[src/rtl/key_input_conditioner.sv]
// key_input_conditioner
//
// Turns raw, bouncing push-button levels into clean per-key events for the
// game content / dialog logic. Each key has its own path, and no key affects
// another:
//   btn_raw -> two-flop synchronizer -> counter debouncer -> event FSM
//
// A new debounced level is accepted only after DEBOUNCE_CYCLES consecutive
// synchronized samples that differ from the current level. A rising debounced
// level produces a one-cycle press pulse. While the key stays down, the FSM
// auto-repeats: the first repeat comes REPEAT_DELAY cycles after the press
// pulse, and later repeats come every REPEAT_PERIOD cycles. REPEAT_DELAY = 0
// turns auto-repeat off. Releasing a key never produces a pulse.
//
// Ports:
//   clk        in   system clock (pixel clock domain)
//   rst        in   asynchronous, active-low reset
//   btn_raw    in   [N_KEYS]   raw button levels, 1 = pressed, asynchronous
//   key        out  [N_KEYS]   one-cycle press / repeat pulses (registered)
//   key_held   out  [N_KEYS]   debounced level per key (registered)
//   key_any    out  1          OR of the pulses, coincident with key
//   state_dbg  out  [2*N_KEYS] event FSM state per key, key k in bits
//                              [2k+1:2k]: 0 = RELEASED, 1 = HOLD_DELAY,
//                              2 = HOLD_REPEAT
module key_input_conditioner #(
  parameter int N_KEYS          = 4,
  parameter int DEBOUNCE_CYCLES = 650000,
  parameter int REPEAT_DELAY    = 32500000,
  parameter int REPEAT_PERIOD   = 6500000
) (
  input  logic                  clk,
  input  logic                  rst,
  input  logic [N_KEYS-1:0]     btn_raw,
  output logic [N_KEYS-1:0]     key,
  output logic [N_KEYS-1:0]     key_held,
  output logic                  key_any,
  output logic [2*N_KEYS-1:0]   state_dbg
);

  localparam int DCNT_W = (DEBOUNCE_CYCLES < 1) ? 1 : $clog2(DEBOUNCE_CYCLES + 1);
  localparam int HMAX   = (REPEAT_DELAY > REPEAT_PERIOD) ? REPEAT_DELAY : REPEAT_PERIOD;
  localparam int HCNT_W = (HMAX < 1) ? 1 : $clog2(HMAX + 1);

  localparam logic [DCNT_W-1:0] DCNT_LAST   = DCNT_W'(DEBOUNCE_CYCLES - 1);
  localparam logic [DCNT_W-1:0] DCNT_ONE    = DCNT_W'(1);
  localparam logic [HCNT_W-1:0] HCNT_ONE    = HCNT_W'(1);
  localparam logic [HCNT_W-1:0] HCNT_DELAY  = HCNT_W'(REPEAT_DELAY);
  localparam logic [HCNT_W-1:0] HCNT_PERIOD = HCNT_W'(REPEAT_PERIOD);

  typedef enum logic [1:0] {
    RELEASED    = 2'd0,
    HOLD_DELAY  = 2'd1,
    HOLD_REPEAT = 2'd2
  } state_e;

  logic [N_KEYS-1:0] s1_q, s1_d;
  logic [N_KEYS-1:0] s2_q, s2_d;
  logic [N_KEYS-1:0] db_q, db_d;
  logic [N_KEYS-1:0] key_q, key_d;
  logic              key_any_q, key_any_d;

  logic [DCNT_W-1:0] dcnt_q [N_KEYS];
  logic [DCNT_W-1:0] dcnt_d [N_KEYS];
  logic [HCNT_W-1:0] hcnt_q [N_KEYS];
  logic [HCNT_W-1:0] hcnt_d [N_KEYS];
  state_e            state_q [N_KEYS];
  state_e            state_d [N_KEYS];

  always_comb begin
    s1_d = btn_raw;
    s2_d = s1_q;
    db_d = db_q;
    key_d = '0;
    for (int k = 0; k < N_KEYS; k++) begin
      dcnt_d[k]  = dcnt_q[k];
      hcnt_d[k]  = hcnt_q[k];
      state_d[k] = state_q[k];
    end

    for (int k = 0; k < N_KEYS; k++) begin
      // Debouncer: any sample that agrees with the current level restarts
      // the count, so only an unbroken run of disagreeing samples wins.
      if (s2_q[k] == db_q[k]) begin
        dcnt_d[k] = '0;
      end else if (dcnt_q[k] == DCNT_LAST) begin
        db_d[k]   = s2_q[k];
        dcnt_d[k] = '0;
      end else begin
        dcnt_d[k] = dcnt_q[k] + DCNT_ONE;
      end

      // The event FSM looks at the next debounced level. The press pulse
      // therefore registers on the same edge as key_held, and a release
      // takes priority over a repeat pulse that lands on the same edge.
      case (state_q[k])
        RELEASED: begin
          if (db_d[k] && !db_q[k]) begin
            key_d[k]   = 1'b1;
            hcnt_d[k]  = HCNT_ONE;
            state_d[k] = HOLD_DELAY;
          end
        end
        HOLD_DELAY: begin
          if (!db_d[k]) begin
            hcnt_d[k]  = '0;
            state_d[k] = RELEASED;
          end else if (REPEAT_DELAY == 0) begin
            // Auto-repeat is off: park here without counting.
            hcnt_d[k] = hcnt_q[k];
          end else if (hcnt_q[k] == HCNT_DELAY) begin
            key_d[k]   = 1'b1;
            hcnt_d[k]  = HCNT_ONE;
            state_d[k] = HOLD_REPEAT;
          end else begin
            hcnt_d[k] = hcnt_q[k] + HCNT_ONE;
          end
        end
        HOLD_REPEAT: begin
          if (!db_d[k]) begin
            hcnt_d[k]  = '0;
            state_d[k] = RELEASED;
          end else if (hcnt_q[k] == HCNT_PERIOD) begin
            key_d[k]  = 1'b1;
            hcnt_d[k] = HCNT_ONE;
          end else begin
            hcnt_d[k] = hcnt_q[k] + HCNT_ONE;
          end
        end
        default: begin
          hcnt_d[k]  = '0;
          state_d[k] = RELEASED;
        end
      endcase
    end

    key_any_d = |key_d;
  end

  always_ff @(posedge clk or negedge rst) begin
    if (!rst) begin
      s1_q      <= '0;
      s2_q      <= '0;
      db_q      <= '0;
      key_q     <= '0;
      key_any_q <= 1'b0;
      for (int k = 0; k < N_KEYS; k++) begin
        dcnt_q[k]  <= '0;
        hcnt_q[k]  <= '0;
        state_q[k] <= RELEASED;
      end
    end else begin
      s1_q      <= s1_d;
      s2_q      <= s2_d;
      db_q      <= db_d;
      key_q     <= key_d;
      key_any_q <= key_any_d;
      for (int k = 0; k < N_KEYS; k++) begin
        dcnt_q[k]  <= dcnt_d[k];
        hcnt_q[k]  <= hcnt_d[k];
        state_q[k] <= state_d[k];
      end
    end
  end

  always_comb begin
    state_dbg = '0;
    for (int k = 0; k < N_KEYS; k++) begin
      state_dbg[2*k +: 2] = state_q[k];
    end
  end

  assign key      = key_q;
  assign key_held = db_q;
  assign key_any  = key_any_q;

endmodule

[config.mk]
export PLATFORM = sky130hd
export DESIGN_NAME = key_input_conditioner
export DESIGN_NICKNAME = d
export VERILOG_FILES = /design/src/rtl/key_input_conditioner.sv
export SDC_FILE = /design/constraint.sdc
export NUM_CORES = 1
export LEC_CHECK = 0
export BUFFER_PORTS_ARGS = -buffer_cell sky130_fd_sc_hd__buf_2
export CORE_UTILIZATION = 45
export DETAILED_ROUTE_END_ITERATION = 16
export HOLD_SLACK_MARGIN = 0.02
export PLACE_DENSITY_LB_ADDON = 0.12
export SLEW_MARGIN = 20
export SYNTH_ARGS = -nofsm -noshare
export SYNTH_HDL_FRONTEND = slang
export SYNTH_SLANG_ARGS = --single-unit
[constraint.sdc]
create_clock -name clk -period 2.4 [get_ports clk]
set_input_delay 0.12 -clock clk [delete_from_list [all_inputs] [get_ports clk]]
set_output_delay 0.12 -clock clk [all_outputs]
set_load 0.01 [all_outputs]
==> out/qor.csv <==
stage,metric,value,unit
sta,final hold violations,0,
power,net load switching power,1.58,mW
routing,Total Wirelength,29.1,mm
routing,via count,10400,
clock_tree,total CTS buffers,24,
floorplanning,Boundary Pins,23,
grt,vias in the first global route,9927,
logic_synthesis,Synth warnings,0,
power,Pleak,6.90,nW
cells_and_area,Area Overhead vs Synth,30.6,%
grt,GR Util All Layers,22.3,%
cells_and_area,number of fill cells in the layout,2206,
logic_synthesis,Synth Area in XOR/XNOR,5.63,%
clock_tree,# clock sinks,205,
clock_tree,CTS max path bufs,3,
place,gpl congestion,0.855,
floorplanning,Die Span X,163,µm
sta,RSZ-0062 raised after global routing,true,
place,I/O Buffers,22,
sta,Max Clk Rate,0.379,GHz
logic_synthesis,"Seq/Total Area, Yosys",44.0,%
worst_setup_path,crit path launch type,flip-flop,
job,max_cap viols,0,
logic_synthesis,Yosys cell types,81,
cells_and_area,share of layout cells above drive strength 1,25.7,%
routing,Via density,5.57,
logic_synthesis,Main synth FF type,dfrtp_1,
power,cell area power density,486,mW/mm²
cells_and_area,Final #Nets,1552,
sta,setup tns final,-8.16,ns
clock_tree,Root Driver,clkbuf_16,
sta,worst slew pin tran,0.599,ns
clock_tree,CTS tree,built,
sta,min Tclk post-route,2.64,ns
routing,drt wl/cell,15.6,µm
sta,setup ws final,-0.242,ns
logic_synthesis,Post-Syn Area,0.0117,mm²
worst_setup_path,CP Data Arrival Time,3.04,ns
power,Pint,5.83,mW
worst_setup_path,WP data required,2.79,ns
cells_and_area,Multi-input gate area,0.00654,mm²
logic_synthesis,largest family of logic cells by synthesized area,simple AND/OR/NAND/NOR gates,
floorplanning,Row Count,58,
status,failing checks,negative setup slack,
power,Logic pwr share,2.2,%
sta,Final Max Slew Viols,0,
grt,initial antenna violation count,0,
logic_synthesis,post-synthesis simple-gate area fraction,27.7,%
sta,setup violators final,51,
place,detailed-placement wirelength estimate,19.8,mm
power,Sequential Power Share,47.2,%
power,clock power share,50.6,%
clock_tree,clk_lat worst skew,0.52,ns
worst_setup_path,Worst path max stage delay,0.54,ns
grt,global-route wire length before repair,49.0,mm
logic_synthesis,Synth Register Bits,205,
sta,setup skew after layout,0.00990,ns
routing,antenna-violating nets left,0,
sta,hold_ws,0.155,ns
clock_tree,"Reg clk slew, reported paths",0.06,ns
worst_setup_path,"Slowest-stage cell, CP",or4b_4,
clock_tree,CTS H-tree lvls,1,
logic_synthesis,mux cell area share after synthesis,0.633,%
floorplanning,Initial Util,46.1,%
cells_and_area,ANT cells,0,
logic_synthesis,Synth Area in Compound Gates,15.4,%
power,worst vdd ir,0.515,mV
logic_synthesis,post-synthesis average cell area,9.17,µm²
logic_synthesis,adder-cell share of the synthesized area,3.00,%
logic_synthesis,ys async rst share,100,%
logic_synthesis,Mapped Nets,1306,
worst_setup_path,crit-path cells,"or4b_4, or3_4, o21a_4, o221ai_4, buf_12, nor2_4, buf_6, a221o_1",
grt,Congestion Overflow GR,0,
cells_and_area,register area,0.00513,mm²
sta,relative slew slack,60.1,%
routing,DRC errors left,0,
logic_synthesis,"EDFF count, synth",0,
worst_setup_path,CP Capture Type,flip-flop,
status,outcome,"finished, violations left",
hold_path,min-delay worst type,in2async,
worst_setup_path,largest fanout on the critical path,6,
power,Sw Share,21.3,%
sta,Final Cycle Share,110,%
floorplanning,Core Footprint,0.0253,mm²
power,total power,7.41,mW
floorplanning,Die Area,0.0266,mm²
floorplanning,Die H,163,µm
logic_synthesis,cell count after synthesis,1272,
routing,first drt pass iteration count,5,
grt,largest net degree at the start of global routing,72,
worst_setup_path,crit path kind,reg2reg,
routing,DR iter-0 viols,678,
[repair_timing]
item,4_1_cts,5_1_grt
pin swaps,32,29
endpoints found under the hold margin,71,0
hold buffers,5,0
setup endpoints to repair,72,91
buffers inserted,16,20
resized for setup,38,67
cloned,6,0
[placed cells by master (no fill, tap or decap), types with 8 or more instances in the layout]
master       n
buf_6       20
nand4_1     36
buf_2       22
dfrtp_1    203
clkbuf_16   25
buf_12       8
nor2b_1      8
a22o_1      43
o21ai_1     16
and2_1      17
and4_1      16
nand2b_1    13
o22ai_1     11
or3_1        8
or4_1       13
nand3_1     76
a21o_1      22
inv_1       53
xnor2_1     31
xor2_1      44
nor4_1      15
nand2_1    106
nor4b_1      8
nor2_1     147
and3_1      39
nor3_1      36
ha_1        27
o21ai_2     16
buf_4      209
o21ai_0     25
a31oi_1     28
a21oi_1     25
[through the flow]
| stage | utilization [%] | std cells | cell area (µm²) | worst slack (ns) |
|---|---|---|---|---|
| floorplan | - | 1272 | 11700 | -0.125 |
| CTS | 58.4 | 1848 | 14800 | -0.199 |
| finish | 60.2 | 1866 | 15200 | -0.242 |
| global route | 60.2 | 1866 | 15200 | -0.329 |
| global placement | 53.8 | 1777 | 13600 | -0.230 |
| detailed placement | 53.8 | 1777 | 13600 | -0.266 |
[worst max-delay path, delay by kind of cell, from the launching register on]
family / cells / cell delay (ns)
compound gates: 3 / 0.82
simple gates: 3 / 1.04
flops: 1 / 0.38
buf+inv: 2 / 0.30
[synth_stat cells, drive strengths merged, types with 6 or more instances]
cell type / number / area (µm²)
dfrtp: 205 / 5130
a21o: 22 / 165
buf: 10 / 75.1
a21oi: 30 / 150
and3: 40 / 250
o21ai: 59 / 322
and2: 19 / 120
o22ai: 12 / 75.1
nand2: 108 / 405
xor2: 44 / 385
nand4bb: 6 / 67.6
inv: 55 / 206
a22o: 43 / 377
nor2: 150 / 582
a41oi: 6 / 52.6
a31oi: 28 / 175
nor4: 15 / 93.8
nand4b: 6 / 52.6
xnor2: 31 / 272
nand3: 80 / 400
nor2b: 9 / 56.3
nand4: 36 / 225
ha: 28 / 350
clkbuf: 39 / 146
nand2b: 14 / 87.6
nor4b: 11 / 96.3
or3: 12 / 80.1
nor3: 40 / 205
and4: 17 / 150
or4: 15 / 113
a221o: 6 / 61.3
[power groups by stage]
stage	Combinational [mW]	Clock (mW)	Sequential, mW
CTS	0.172	3.85	3.49
finish	0.166	3.74	3.50
detailed placement	0.163	0	3.56
floorplan	0.0460	0	3.56
global placement	0.162	0	3.56
global route	0.192	3.99	3.50
[final cells by class]
| type | count | area share (%) |
|---|---|---|
| Clock buffer | 35 | 4.75 |
| Tap cell | 330 | 2.71 |
| Multi-Input combinational cell | 967 | 42.9 |
| Clock inverter | 9 | 0.640 |
| Inverter | 55 | 1.35 |
| Sequential cell | 205 | 33.7 |
| Timing Repair Buffer | 265 | 14.0 |
[state kept, by name, indices dropped and copies added, names as in the netlist]
signal	flops
key	4
state_dbg	8
hcnt_q	100
key_any	1
dcnt_q	80
s2_q	4
s1_q	4
key_held	4
[cell families (layout without fill, tap and decap cells)]
group / Yosys count / in the layout
muxes: 7 / 7
buffers and inverters: 104 / 364
DFF: 205 / 205
and+or+nand+nor: 603 / 605
AOI/OAI and AO/OA: 250 / 252
xor gates and xnor gates: 75 / 75
adders and majority gates: 28 / 28
[path summary, 6_finish.rpt]
kind | from | depth (start not counted) | endpoint | slack [ns]
min in group clk | btn_raw[2] | 2 | s1_q[2] | 0.24
setup reg to reg | dcnt_q[72] | 8 | hcnt_q[84] | -0.24
hold reg to reg | s1_q[1] | 0 | s2_q[1] | 0.35
setup / recovery | dcnt_q[72] | 8 | hcnt_q[84] | -0.24
hold / removal | rst | 2 | hcnt_q[77] | 0.15
max in group asynchronous | rst | 3 | s2_q[0] | 1.51
[layer usage]
metal  up-vias  share of wire (%)  global-route usage [%]
li1       5158                  -                       -
met3        34                3.1                    2.56
met4         0                1.8                    4.89
met1      5039                 47                    31.5
met2       158                 48                    36.6
met5         -                  0                       0
Note: power is estimated with default switching activity, not from simulation.
